### config.mk
export PLATFORM = sky130hd
export DESIGN_NAME = data_memory_arbiter
export DESIGN_NICKNAME = d
export VERILOG_FILES = /design/src/rtl/data_memory_arbiter_pkg.sv /design/src/rtl/data_memory_arbiter_rr_arbiter2.sv /design/src/rtl/data_memory_arbiter.sv
export SDC_FILE = /design/constraint.sdc
export NUM_CORES = 1
export LEC_CHECK = 0
export CORE_MARGIN = 2
export CORE_UTILIZATION = 34
export CTS_CLUSTER_SIZE = 12
export DETAILED_ROUTE_END_ITERATION = 12
export HOLD_SLACK_MARGIN = 0.1
export PLACE_DENSITY = 0.81
export SLEW_MARGIN = 20
export SYNTH_ARGS = -nofsm -noshare
export SYNTH_HDL_FRONTEND = slang
export SYNTH_HIERARCHICAL = 1
export SYNTH_SLANG_ARGS = --single-unit
### constraint.sdc
create_clock -name clk -period 6.6 [get_ports clk]
set_clock_uncertainty 0.15 [all_clocks]
set_input_delay 1.32 -clock clk [delete_from_list [all_inputs] [get_ports clk]]
set_output_delay 1.32 -clock clk [all_outputs]
set_load 0.02 [all_outputs]
### src/rtl/data_memory_arbiter_pkg.sv
// Shared definitions for the data memory arbiter: FSM encodings and default base address.
package data_memory_arbiter_pkg;

  typedef enum logic [1:0] {
    IDLE   = 2'd0,
    ACCESS = 2'd1,
    RESP   = 2'd2
  } state_t;

  localparam logic [31:0] DEFAULT_BASE_ADDR = 32'h1001_0000;

endpackage

### src/rtl/data_memory_arbiter_rr_arbiter2.sv
// Two-requester round-robin arbiter, purely combinational.
// Also intended for the instruction-side loader, so it carries no state of its own.
module rr_arbiter2 (
  input  logic [1:0] req,
  input  logic       last_gnt,
  output logic [1:0] gnt
);

  // On a tie the port that was not served last wins; otherwise pass the lone request.
  always_comb begin
    gnt = 2'b00;
    if (req == 2'b11) begin
      gnt = last_gnt ? 2'b01 : 2'b10;
    end else begin
      gnt = req;
    end
  end

endmodule

### src/rtl/data_memory_arbiter.sv
// Two-port round-robin arbiter and one-cycle access sequencer for the single-port data memory.
//
// state  | meaning
// IDLE   | waiting for a request; latches winner, address, data and error bit
// ACCESS | drives memory strobes for one cycle (suppressed on a rejected address)
// RESP   | pulses ack/err/rdata to the winning port only
module data_memory_arbiter
  import data_memory_arbiter_pkg::*;
#(
  parameter int                    DATA_WIDTH   = 32,
  parameter int                    MEMORY_DEPTH = 2048,
  parameter logic [DATA_WIDTH-1:0] BASE_ADDR    = DATA_WIDTH'(DEFAULT_BASE_ADDR)
) (
  input  logic                  clk,
  input  logic                  reset,
  input  logic                  m0_req,
  input  logic                  m0_we,
  input  logic [DATA_WIDTH-1:0] m0_addr,
  input  logic [DATA_WIDTH-1:0] m0_wdata,
  output logic                  m0_ack,
  output logic                  m0_err,
  output logic [DATA_WIDTH-1:0] m0_rdata,
  input  logic                  m1_req,
  input  logic                  m1_we,
  input  logic [DATA_WIDTH-1:0] m1_addr,
  input  logic [DATA_WIDTH-1:0] m1_wdata,
  output logic                  m1_ack,
  output logic                  m1_err,
  output logic [DATA_WIDTH-1:0] m1_rdata,
  output logic [DATA_WIDTH-1:0] mem_addr,
  output logic [DATA_WIDTH-1:0] mem_wdata,
  output logic                  mem_write,
  output logic                  mem_read,
  input  logic [DATA_WIDTH-1:0] mem_rdata
);

  state_t                state, state_next;
  logic                  last_gnt;
  logic                  we_q, port_q, err_q;
  logic [DATA_WIDTH-1:0] addr_q, wdata_q, rdata_q;

  logic [1:0]            req_vec, gnt;
  logic                  sel_port, sel_we;
  logic [DATA_WIDTH-1:0] sel_addr, sel_wdata;

  // Rejects addresses below the window, misaligned words, and word indices past the end.
  function automatic logic addr_err(input logic [DATA_WIDTH-1:0] a);
    logic [DATA_WIDTH-1:0] off;
    off = a - BASE_ADDR;
    return (a < BASE_ADDR) | (a[1:0] != 2'b00) |
           ((off >> 2) >= DATA_WIDTH'(MEMORY_DEPTH));
  endfunction

  assign req_vec = {m1_req, m0_req};

  rr_arbiter2 u_rr (
    .req      (req_vec),
    .last_gnt (last_gnt),
    .gnt      (gnt)
  );

  assign sel_port  = gnt[1];
  assign sel_we    = sel_port ? m1_we    : m0_we;
  assign sel_addr  = sel_port ? m1_addr  : m0_addr;
  assign sel_wdata = sel_port ? m1_wdata : m0_wdata;

  // State register.
  always_ff @(posedge clk or negedge reset) begin
    if (!reset) state <= IDLE;
    else        state <= state_next;
  end

  // Next-state decode and all outputs, which are zero outside their owning state.
  always_comb begin
    state_next = state;
    mem_addr   = '0;
    mem_wdata  = '0;
    mem_write  = 1'b0;
    mem_read   = 1'b0;
    m0_ack     = 1'b0;
    m0_err     = 1'b0;
    m0_rdata   = '0;
    m1_ack     = 1'b0;
    m1_err     = 1'b0;
    m1_rdata   = '0;
    case (state)
      IDLE: begin
        if (|req_vec) state_next = ACCESS;
      end
      ACCESS: begin
        state_next = RESP;
        if (!err_q) begin
          mem_addr  = addr_q;
          mem_wdata = wdata_q;
          mem_write = we_q;
          mem_read  = !we_q;
        end
      end
      RESP: begin
        state_next = IDLE;
        if (port_q) begin
          m1_ack   = 1'b1;
          m1_err   = err_q;
          m1_rdata = rdata_q;
        end else begin
          m0_ack   = 1'b1;
          m0_err   = err_q;
          m0_rdata = rdata_q;
        end
      end
      default: state_next = IDLE;
    endcase
  end

  // Transaction latch, read capture and round-robin pointer.
  always_ff @(posedge clk or negedge reset) begin
    if (!reset) begin
      last_gnt <= 1'b1;
      we_q     <= 1'b0;
      port_q   <= 1'b0;
      err_q    <= 1'b0;
      addr_q   <= '0;
      wdata_q  <= '0;
      rdata_q  <= '0;
    end else begin
      case (state)
        IDLE: begin
          if (|req_vec) begin
            we_q    <= sel_we;
            port_q  <= sel_port;
            addr_q  <= sel_addr;
            wdata_q <= sel_wdata;
            err_q   <= addr_err(sel_addr);
          end
        end
        ACCESS:  rdata_q  <= (!err_q && !we_q) ? mem_rdata : '0;
        RESP:    last_gnt <= port_q;
        default: ;
      endcase
    end
  end

endmodule

==> results.md <==
- Drt first pass iters: 4
- Worst VDD drop: 181.2 uV
- Worst path slowest cell: clkdlybuf4s50_1
- Commonest non-fill, non-tap cell in the layout: clkdlybuf4s50_1
- Global-route wire length before repair: 26340 um
- Post-synthesis net count: 711
- Initial cell density of the core: 35.10%
- Seq pwr share: 44.0%
- Number of antenna violations at the first check in global routing: 0
- Post-CTS Setup Bufs: 0
- Static Leak: 3.648 nW
- Initial drt markers: 171
- Final setup fails: 0
- CP top delay family: buffers and inverters
- CP Cell Sequence: nand2b_1 > nor2_1 > buf_4 > and2_1 > clkdlybuf4s50_1
- Clk sinks: 102
- Max Root-Sink Buffers: 2
- Die area: 16830 um2
- GPL Wtd Cong: 0.8103
- ANT cells: 0
- Worst skew pair latency: 0.35 ns
- Crit path arrival time: 2.57 ns
- Port bufs: 299
- Clock Root Buffer: clkbuf_16
- Fin area: 8820 um2
- Sw power: 0.7275 mW
- Period utilization: 61.23%
- Mean Syn Cell Area: 9.863 um2
- Wire length per cell: 16.53 um
- Combinational share of power: 31.6%
- WS Path Type: reg -> out
- Worst Setup End Kind: primary output
- Grt ovf: 0
- Critical Path Source Type: flop
- Hold buffers post-CTS: 0
- Num CTS Buffers: 9
- Pin count of the biggest net entering global routing: 81
- Vias in the first global route: 4960
- Core Region: 15310 um2
- Worst Tran Pin Value: 0.7742 ns
- Ratio of cells with drive above 1 in the final layout: 4.227%
- Detailed Route WL: 17170 um
- Hpwl dp: 12880 um
- Die Y: 129.7 um
- Post_cts resized: 0
- Ports: 300
- Part of the power in the clock network: 24.4%
- Synthesized netlist cell count: 545
- Switch share: 34.08%
- Die W: 129.7 um
- Final hold slack: 0.3672 ns
- Status: finished, final reports clean
- Most frequent cells in the layout: clkdlybuf4s50_1, and2_1, dfrtp_1
- Total GRT Usage: 20.23%
- Worst rel slew slack: 48.39%
- CTS tree: done
- WP buf/inv: 2
- # H-tree levels: 3
- Cell Rows: 45
- Endpoints failing hold: 0
- Post-Syn Area: 5375 um2
- Routed Antenna Nets: 0
- Yosys warns: 6
- Clk slew on worst S/H paths: 0.07 ns
- WP data required: 5.13 ns
- Slowest stage delay, CP: 0.62 ns
- F_max: 0.2474 GHz
- Area Growth Syn to Fin: 64.08%
- Crit Path Max Fanout: 27
- Fin nets: 989
- Placed inst area: 8532 um2
- Internal power: 1.407 mW
- RSZ-0062 raised after global routing: false
- DRC errors left: 0
- Max-Cap Viols: 0
- DR vias/cell: 4.792
- DR vias: 4979
- Slew Viols, Final: 0
- Hold/Removal Path Class: reg -> reg
- Period minus WS final: 4.041 ns
- Pwr Density: 242.0 nW/um2
- Post-route setup TNS: 0 ns
-- power groups by stage --
| stage | registers, mW | logic [mW] | clock network (mW) |
|---|---|---|---|
| 2_1_floorplan | 0.916 | 0.470 | 0 |
| 3_3_place_gp | 0.943 | 0.668 | 0 |
| 3_5_place_dp | 0.949 | 0.686 | 0 |
| 4_1_cts | 0.940 | 0.687 | 0.540 |
| 5_1_grt | 0.969 | 0.761 | 0.563 |
| 6_report | 0.939 | 0.675 | 0.521 |
-- cell type report --
type                    count  area [um2]
well taps                 211       264.0
fillers                  1414        6495
inverters                   3       11.26
flip-flops and latches    102        2554
multi-input cells         398        2638
repair buffers            309        3065
clock buffers              12       256.5
clock inverters             4       31.28
-- per-stage QoR --
stage	utilization [%]	setup WS (ns)	std cells	power (mW)
finish	57.59	2.559	1039	2.135
global route	57.59	2.370	1039	2.293
CTS	57.59	2.501	1039	2.167
detailed placement	55.71	2.262	1023	1.635
global placement	55.71	2.300	1023	1.611
floorplan	-	3.403	545	1.386
-- state kept, by name, indices dropped and copies added (netlist names) --
register	flops
port_q	1
err_q	1
last_gnt	1
we_q	1
rdata_q	32
state	2
wdata_q	32
addr_q	32
-- final timing paths --
kind	startpoint	end	slack, ns	depth (start not counted)
worst min-delay path	rdata_q[26]	rdata_q[26]	0.37	1
worst max register to register	last_gnt	err_q	3.76	7
max in group asynchronous	reset	wdata_q[5]	4.30	2
min in group asynchronous	reset	addr_q[11]	0.83	1
worst max-delay path	state[0]	m0_rdata[4]	2.56	5
worst min register to register	rdata_q[26]	rdata_q[26]	0.37	1
-- routing by layer --
| layer | routed length, um | track usage (%) | vias to the layer above |
|---|---|---|---|
| met1 | 6828 | 23.29 | 2312 |
| met3 | 1527 | 7.175 | 24 |
| met4 | 355 | 6.578 | 0 |
| li1 | - | - | 2416 |
| met5 | 0 | 0 | - |
| met2 | 8463 | 35.20 | 227 |
No activity file was read; power rests on OpenSTA's default activity.
